$ cat src/rtl/id_immd_stage_if.sv
// Bundles the fetch-side and ID-side handshakes of the immediate-decode stage.
// The stage connects through the slave modport; fetch/ID (or a bench) uses master.
interface id_immd_stage_if #(
    parameter int WIDTH = 16
);
    logic             in_valid;
    logic             in_ready;
    logic [WIDTH-1:0] in_instr;
    logic [WIDTH-1:0] in_pc;
    logic             out_valid;
    logic             out_ready;
    logic [WIDTH-1:0] out_instr;
    logic [WIDTH-1:0] out_pc;
    logic [1:0]       ImmdLocation;
    logic             Signed;

    modport slave (
        input  in_valid, in_instr, in_pc, out_ready,
        output in_ready, out_valid, out_instr, out_pc, ImmdLocation, Signed
    );

    modport master (
        output in_valid, in_instr, in_pc, out_ready,
        input  in_ready, out_valid, out_instr, out_pc, ImmdLocation, Signed
    );
endinterface

$ cat src/rtl/id_immd_stage.sv
// ID-side stage: decodes the immediate format of each fetched instruction and
// buffers it in a 2-entry elastic buffer (OUT plus SKID) feeding the extender.
module id_immd_stage #(
    parameter int WIDTH = 16
) (
    input  logic            clk,
    input  logic            rst,
    input  logic            flush,
    id_immd_stage_if.slave  bus
);

    typedef enum logic [1:0] {
        EMPTY = 2'd0,
        ONE   = 2'd1,
        TWO   = 2'd2
    } state_t;

    state_t           r_state;
    state_t           w_nextState;
    logic             r_inReady;

    logic [WIDTH-1:0] r_outInstr;
    logic [WIDTH-1:0] r_outPc;
    logic [1:0]       r_outLoc;
    logic             r_outSigned;

    logic [WIDTH-1:0] r_skidInstr;
    logic [WIDTH-1:0] r_skidPc;
    logic [1:0]       r_skidLoc;
    logic             r_skidSigned;

    logic [1:0]       w_decLoc;
    logic             w_decSigned;
    logic             w_accept;
    logic             w_loadOutFromIn;
    logic             w_loadOutFromSkid;
    logic             w_loadSkid;

    assign w_accept = bus.in_valid & r_inReady;

    // Immediate format decode of the incoming opcode; stored with the entry.
    always_comb begin
        w_decLoc    = 2'b11;
        w_decSigned = 1'b0;
        case (bus.in_instr[WIDTH-1 -: 5])
            5'b01000, 5'b01001, 5'b10000, 5'b10001, 5'b10011: begin
                w_decLoc    = 2'b00;
                w_decSigned = 1'b1;
            end
            5'b01010, 5'b01011, 5'b10100, 5'b10101, 5'b10110, 5'b10111: begin
                w_decLoc    = 2'b00;
                w_decSigned = 1'b0;
            end
            5'b01100, 5'b01101, 5'b01110, 5'b01111, 5'b11000, 5'b00101, 5'b00111: begin
                w_decLoc    = 2'b01;
                w_decSigned = 1'b1;
            end
            5'b10010: begin
                w_decLoc    = 2'b01;
                w_decSigned = 1'b0;
            end
            5'b00100, 5'b00110: begin
                w_decLoc    = 2'b10;
                w_decSigned = 1'b1;
            end
            default: begin
                w_decLoc    = 2'b11;
                w_decSigned = 1'b0;
            end
        endcase
    end

    always_ff @(posedge clk) begin
        if (rst) begin
            r_state <= EMPTY;
        end else begin
            r_state <= w_nextState;
        end
    end

    // Flush overrides every transfer; w_accept already folds in r_inReady.
    always_comb begin
        w_nextState       = r_state;
        w_loadOutFromIn   = 1'b0;
        w_loadOutFromSkid = 1'b0;
        w_loadSkid        = 1'b0;
        if (flush) begin
            w_nextState = EMPTY;
        end else begin
            case (r_state)
                EMPTY: begin
                    if (w_accept) begin
                        w_loadOutFromIn = 1'b1;
                        w_nextState     = ONE;
                    end
                end
                ONE: begin
                    if (w_accept && bus.out_ready) begin
                        w_loadOutFromIn = 1'b1;
                    end else if (w_accept) begin
                        w_loadSkid  = 1'b1;
                        w_nextState = TWO;
                    end else if (bus.out_ready) begin
                        w_nextState = EMPTY;
                    end
                end
                TWO: begin
                    if (bus.out_ready) begin
                        w_loadOutFromSkid = 1'b1;
                        w_nextState       = ONE;
                    end
                end
                default: begin
                    w_nextState = EMPTY;
                end
            endcase
        end
    end

    // Registered ready keeps out_ready off the combinational path to fetch.
    always_ff @(posedge clk) begin
        if (rst) begin
            r_inReady <= 1'b0;
        end else begin
            r_inReady <= (w_nextState != TWO);
        end
    end

    always_ff @(posedge clk) begin
        if (rst) begin
            r_outInstr  <= '0;
            r_outPc     <= '0;
            r_outLoc    <= 2'b11;
            r_outSigned <= 1'b0;
        end else if (w_loadOutFromIn) begin
            r_outInstr  <= bus.in_instr;
            r_outPc     <= bus.in_pc;
            r_outLoc    <= w_decLoc;
            r_outSigned <= w_decSigned;
        end else if (w_loadOutFromSkid) begin
            r_outInstr  <= r_skidInstr;
            r_outPc     <= r_skidPc;
            r_outLoc    <= r_skidLoc;
            r_outSigned <= r_skidSigned;
        end
    end

    always_ff @(posedge clk) begin
        if (rst) begin
            r_skidInstr  <= '0;
            r_skidPc     <= '0;
            r_skidLoc    <= 2'b11;
            r_skidSigned <= 1'b0;
        end else if (w_loadSkid) begin
            r_skidInstr  <= bus.in_instr;
            r_skidPc     <= bus.in_pc;
            r_skidLoc    <= w_decLoc;
            r_skidSigned <= w_decSigned;
        end
    end

    assign bus.in_ready     = r_inReady;
    assign bus.out_valid    = (r_state != EMPTY);
    assign bus.out_instr    = r_outInstr;
    assign bus.out_pc       = r_outPc;
    assign bus.ImmdLocation = r_outLoc;
    assign bus.Signed       = r_outSigned;

endmodule

$ cat src/flat_wrapper.sv
// flat-port wrapper written by rule: the top's interface ports become plain ports
module id_immd_stage_flat 
#(
    parameter int WIDTH = 16
)
  (clk, rst, flush, bus_in_valid, bus_in_instr, bus_in_pc, bus_out_ready, bus_in_ready, bus_out_valid, bus_out_instr, bus_out_pc, bus_ImmdLocation, bus_Signed);
  id_immd_stage_if #(.WIDTH(WIDTH)) bus_i ();
  input  logic clk;
  input  logic rst;
  input  logic flush;
  input wire logic [$bits(bus_i.in_valid)-1:0] bus_in_valid;
  input wire logic [$bits(bus_i.in_instr)-1:0] bus_in_instr;
  input wire logic [$bits(bus_i.in_pc)-1:0] bus_in_pc;
  input wire logic [$bits(bus_i.out_ready)-1:0] bus_out_ready;
  output wire logic [$bits(bus_i.in_ready)-1:0] bus_in_ready;
  output wire logic [$bits(bus_i.out_valid)-1:0] bus_out_valid;
  output wire logic [$bits(bus_i.out_instr)-1:0] bus_out_instr;
  output wire logic [$bits(bus_i.out_pc)-1:0] bus_out_pc;
  output wire logic [$bits(bus_i.ImmdLocation)-1:0] bus_ImmdLocation;
  output wire logic [$bits(bus_i.Signed)-1:0] bus_Signed;
  assign bus_i.in_valid = bus_in_valid;
  assign bus_i.in_instr = bus_in_instr;
  assign bus_i.in_pc = bus_in_pc;
  assign bus_i.out_ready = bus_out_ready;
  assign bus_in_ready = bus_i.in_ready;
  assign bus_out_valid = bus_i.out_valid;
  assign bus_out_instr = bus_i.out_instr;
  assign bus_out_pc = bus_i.out_pc;
  assign bus_ImmdLocation = bus_i.ImmdLocation;
  assign bus_Signed = bus_i.Signed;
  id_immd_stage #(.WIDTH(WIDTH)) u_core (.clk(clk), .rst(rst), .flush(flush), .bus(bus_i));
endmodule
$ cat config.mk
export PLATFORM = sky130hd
export DESIGN_NAME = id_immd_stage_flat
export DESIGN_NICKNAME = d
export VERILOG_FILES = /design/src/rtl/id_immd_stage_if.sv /design/src/rtl/id_immd_stage.sv /design/src/flat_wrapper.sv
export SDC_FILE = /design/constraint.sdc
export NUM_CORES = 1
export LEC_CHECK = 0
export BUFFER_PORTS_ARGS = -buffer_cell sky130_fd_sc_hd__buf_4
export CAP_MARGIN = 10
export CORE_MARGIN = 4
export CORE_UTILIZATION = 57
export CTS_CLUSTER_DIAMETER = 150
export CTS_CLUSTER_SIZE = 14
export DETAILED_ROUTE_END_ITERATION = 7
export PLACE_DENSITY = 0.82
export SYNTH_ARGS = -nofsm -noshare
export SYNTH_HDL_FRONTEND = slang
export SYNTH_SLANG_ARGS = --single-unit
$ cat constraint.sdc
create_clock -name clk -period 4 [get_ports clk]
set_input_delay 0.4 -clock clk [delete_from_list [all_inputs] [get_ports clk]]
set_output_delay 0.4 -clock clk [all_outputs]
set_load 0.005 [all_outputs]
### After elaboration in Yosys (flattened, before gate mapping)

Memories as Yosys holds them, arrays and structs flattened.
Cells that the tools add are included.

* flip-flop bits (word level): 73
* memories kept: 1
* ROM bits: 96
* output and inout port bits: 37
* input port bits: 37
* logic and storage cells: 44

* muxes and demuxes: 25
* reductions and logical operators: 4
* bitwise gates (word level): 1
* equal/unequal tests: 3

Memories
* (no name shown): words 32, bits a word 3, rd ports 1, clocked after memory_dff 0, wr ports 0, RTL line id_immd_stage.sv:45 `case (bus.in_instr[WIDTH-1 -: 5])`

Operators by type and width (number)
* $mux W16: 4
* $mux W2: 8
* $mux W1: 11
* $pmux W2 S3: 1
* $reduce_bool A2 Y1: 2
* $eq A2 B1 Y1 const B: 1
* $eq A2 B2 Y1 const B: 1
* $logic_not A2 Y1: 1
* $ne A2 B2 Y1 const B: 1
* $pmux W1 S2: 1
* $and A1 B1 Y1: 1
* $logic_and A1 B1 Y1: 1

### Longest topological paths before layout

* word-level depth: 6
* gate-level depth with buffers: 6
* depth with buffers taken out: 4

### Worst setup path after synthesis

Ideal clock, no wire load.

* path kind: in2reg
* start point: input bus_in_instr[14]
* end point: register u_core.r_outSigned (netlist: u_core.bus.Signed)
* required time: 3883 ps
* stages on the path: 4
* setup time: 117 ps
* buffers on the path: 1
* path slack: 2490 ps
* data arrival time: 1393 ps
* path through: buf_4 -> nor3b_1 -> or4_4 -> a22o_1

* longest elaborated chain between the ends: 2

RTL lines
* from (decl): RTL line flat_wrapper.sv:12 `input wire logic [$bits(bus_i.in_instr)-1:0] bus_in_instr;`
* $mem_v2 Z32 W3
* $mux W1: RTL line id_immd_stage.sv:135 `end else if (w_loadOutFromIn) begin`
* to (signal assigned): RTL line id_immd_stage.sv:139 `r_outSigned <= w_decSigned;`
* to (signal assigned): RTL line id_immd_stage.sv:144 `r_outSigned <= r_skidSigned;`
* to (decl): RTL line id_immd_stage.sv:25 `logic r_outSigned;`

Every way passes these cells.
A chain may end at the register's enable or synchronous reset.

### Worst setup path after layout

* start point: register u_core.r_state[0]
* end point: register u_core.r_outPc[6] (netlist: u_core.bus.out_pc[6])

* longest elaborated chain between the ends: 4
* elaborated cells between the ends (all ways): 9
* those cells by class: eq/ne: 2; mux: 5; reduce/logical: 2

RTL lines
* from (decl): RTL line id_immd_stage.sv:18 `state_t r_state;`
* from (signal assigned): RTL line id_immd_stage.sv:77 `r_state <= w_nextState;`
* $eq A2 B1 Y1 (tied with other cells): RTL line id_immd_stage.sv:90 `case (r_state)`
* $pmux W1 S2 / $mux W1 (equally long branches): RTL line id_immd_stage.sv:90
* $mux W1: RTL line id_immd_stage.sv:87 `if (flush) begin`
* $mux W16 / $reduce_bool A2 Y1 (equally long branches)
* to (signal assigned): RTL line id_immd_stage.sv:137 `r_outPc <= bus.in_pc;`
* to (signal assigned): RTL line id_immd_stage.sv:142 `r_outPc <= r_skidPc;`
* to (decl): RTL line id_immd_stage.sv:23 `logic [WIDTH-1:0] r_outPc;`

Parallel ways exist; a longest one is shown, timed or not.

==> results.md <==
* Status: complete, no violations
* Primary FF master, synth: dfxtp_1
* Synth cell types at 39
* Clock sinks at between 70 and 80
* Rel. slew slack at between 40% and 50%
* Worst Hold Launch: flush
* Pleak at 1.33 nW
* CP required at about 4.2 ns
* Fraction of layout cells with a size suffix above 1 at about a third
* Skew final at 0.00702 ns
* DRT Pass-1 Iters at 4
* Antenna violations before repair at 0
* Core Area at between 5000 and 6000 um2
* Fin area at 3760 um2
* Via density per instance at 5.46
* H-tree levels at 3
* Achievable Freq at between 400 and 500 MHz
* CP endpoint kind: register
* Placed Area at approximately 3600 um2
* Total congestion overflow at 0
* WS Path Type: reg2reg
* Final hold vios at 0
* Fillers at 419
* Pwr Density at approximately 360 nW/um2
* Worst reg2reg path startpoint: u_core.r_state[0]$_SDFF_PP0_
* Synthesized area per cell at 9.25 um2
* Sequential-to-total area share from yosys stat at 45.9%
* Dpl hpwl at 4710 um
* Clock slew at reported path FFs at approximately 0.070 ns
* Critical-path maximum fanout at 23
* Die Ht at ~83 um
* Buf/Inv on CP at 1
* Rows at 26
* RSZ-0062 raised after global routing: false
* Final wirelength at 7250 um
* Top cells by area, synth: dfxtp_1 (46%), nand2_1 (10%), a22oi_2 (7.9%)
* Hold_buf cts at 0
* Worst Tran Pin Value at 0.857 ns
* # nets final at 439
* Vias in the first global route at between 2000 and 3000
* Crit path cell chain: and4bb_2 -> buf_4 -> mux2i_1 -> a211oi_1
* Pin count of the biggest net entering global routing at 74
* Overall power at about 1.4 mW
* Port-buffer cells at between 70 and 80
* CTS buffer count at 9
* Initial DRC Count at between 150 and 200
* Post-CTS sizing at 0
* Crit path max-delay family: simple AND/OR/NAND/NOR gates
* Antenna viol nets, final at 0
* Final core utilization at between 70% and 80%
* Die Span X at 82.7 um
* Worst EP arrival at ~2.3 ns
* Crit-path max cell delay at 0.86 ns
* Max Slew Vio Count at 0
* Period utilisation layout at between 50% and 60%
* Post-synth EDFFs at 0
* Post-Syn Instances at between 300 and 400
* Post-CTS setup buffer count at 0
* Yosys warns at 0
* Min Clock Period, post-route at between 2 and 2.5 ns
* CP Launch Point: u_core.r_state[0]$_SDFF_PP0_
* VDD IR-drop max at between 200 and 250 uV
* Diode count at 0
* Fraction of registers with async set/reset at 0%
* Initial Utilization at just over 60%
* Area leader, netlist: dfxtp_1
* Layout area overhead at 18.3%
* Via count at 2600
* Hold crit path type: in2reg
* Top cell type's share of synthesized area at between 40 and 50%
* CP max-delay cell: and4bb_2
* Final setup viols at 0
* Startpoint Class: register
* Mapped Area at 3180 um2
* CTS tree: done
* Global-route usage over all layers at between 20% and 30%
* CTS max path bufs at 2
* Clock Latency Late Sink at 0.34 ns
* Die area at a little under 7000 um2
* WL/cell at 15.2 um
* Setup TNS at 0 ns
* Root buf cell: clkbuf_8
* Synthesized net count at about 380
* Flops & latches, synth at 73
* GP Congestion at 0.811
* Max_cap viols at 0
* First-pass GRT wire length at approximately 12000 um
* IO Pins at 74
* # DRC at 0
Yosys cell counts (all sizes together), types with 2 or more instances:
cell	instances
nand2	91
dfxtp	73
a21oi	61
a22oi	26
buf	20
nor2	15
mux2i	10
a211oi	9
clkbuf	8
o21ai	5
nor3	3
nor3b	3
and2	2
and4bb	2
mux2	2
nor2b	2
metal layers:
layer  wire length [um]  GRT usage, %  vias to the layer above  share of wire (%)
li1                   -             -                     1302                  -
met1               3020          26.7                     1207                 42
met2               3610          37.7                       78                 50
met3                487          4.66                       13                6.7
met4                125          10.6                        0                1.7
met5                  0             0                        -                  0
cell type report:
| cell class | instances | area, um2 | share of cell area, % |
|---|---|---|---|
| timing repair buffer | 75 | 563 | 15.0 |
| clock buffer | 12 | 145 | 3.86 |
| inverter | 1 | 3.75 | 0.0997 |
| tap | 70 | 87.6 | 2.33 |
| clock inverter | 3 | 17.5 | 0.465 |
| multi-input combinational | 242 | 1490 | 39.5 |
| sequential | 73 | 1460 | 38.8 |
registers in the layout, summed over array words and instances (netlist names):
signal / count
u_core.r_skidInstr: 16
u_core.r_skidPc: 16
u_core.bus.in_ready: 1
u_core.r_skidSigned: 1
u_core.r_state: 2
u_core.bus.Signed: 1
u_core.r_skidLoc: 2
u_core.bus.ImmdLocation: 2
u_core.bus.out_instr: 16
u_core.bus.out_pc: 16
final timing paths:
check	endpoint	slack [ns]	depth (start not counted)
hold / removal	u_core.r_state[0]$_SDFF_PP0_	0.26	2
setup / recovery	u_core.bus.out_pc[6]$_SDFFE_PP0P_	1.92	4
setup reg to reg	u_core.bus.out_pc[6]$_SDFFE_PP0P_	1.92	4
hold reg to reg	u_core.r_skidInstr[11]$_SDFFE_PP0P_	0.45	2
layout by cell type (no fill, tap or decap), drive strengths merged, types with 2 or more instances in the layout:
cell,instances
o21ai,5
a211oi,9
nor2b,2
nor3b,3
dfxtp,73
nor3,3
mux2i,10
nor2,15
mux2,2
a21oi,61
and2,2
clkinv,2
and4bb,2
a22oi,26
buf,75
nand2,91
clkbuf,12
where the power goes:
group / leakage, nW / switching, mW / internal [mW]
sequential: 0.591 / 0.00965 / 0.742
clock: 0.0822 / 0.253 / 0.237
combinational: 0.653 / 0.0664 / 0.0660
worst reg2reg max path: stages, from the launching register on:
cell      delay [ns]
dfxtp_1         0.36
and4bb_2        0.86
buf_4           0.38
mux2i_1         0.25
a211oi_1        0.09
per-stage QoR:
stage	instances	setup WS [ns]	hold slack (ns)
finish	476	1.92	0.262
global route	476	1.83	0.267
CTS	476	1.91	0.249
detailed placement	461	1.77	0.446
global placement	461	1.83	0.441
floorplan	344	2.49	0.436
kinds of logic (layout without fill, tap and decap cells):
family	count (synthesis)	after routing	share of synthesized area, %
multiplexers	12	12	3.85
flip-flops	73	73	45.9
AO/OA/AOI/OAI	103	103	25.0
AND/OR/NAND/NOR	127	127	17.9
buffers and inverters	29	91	7.35
(Power assumes the default switching activity.)
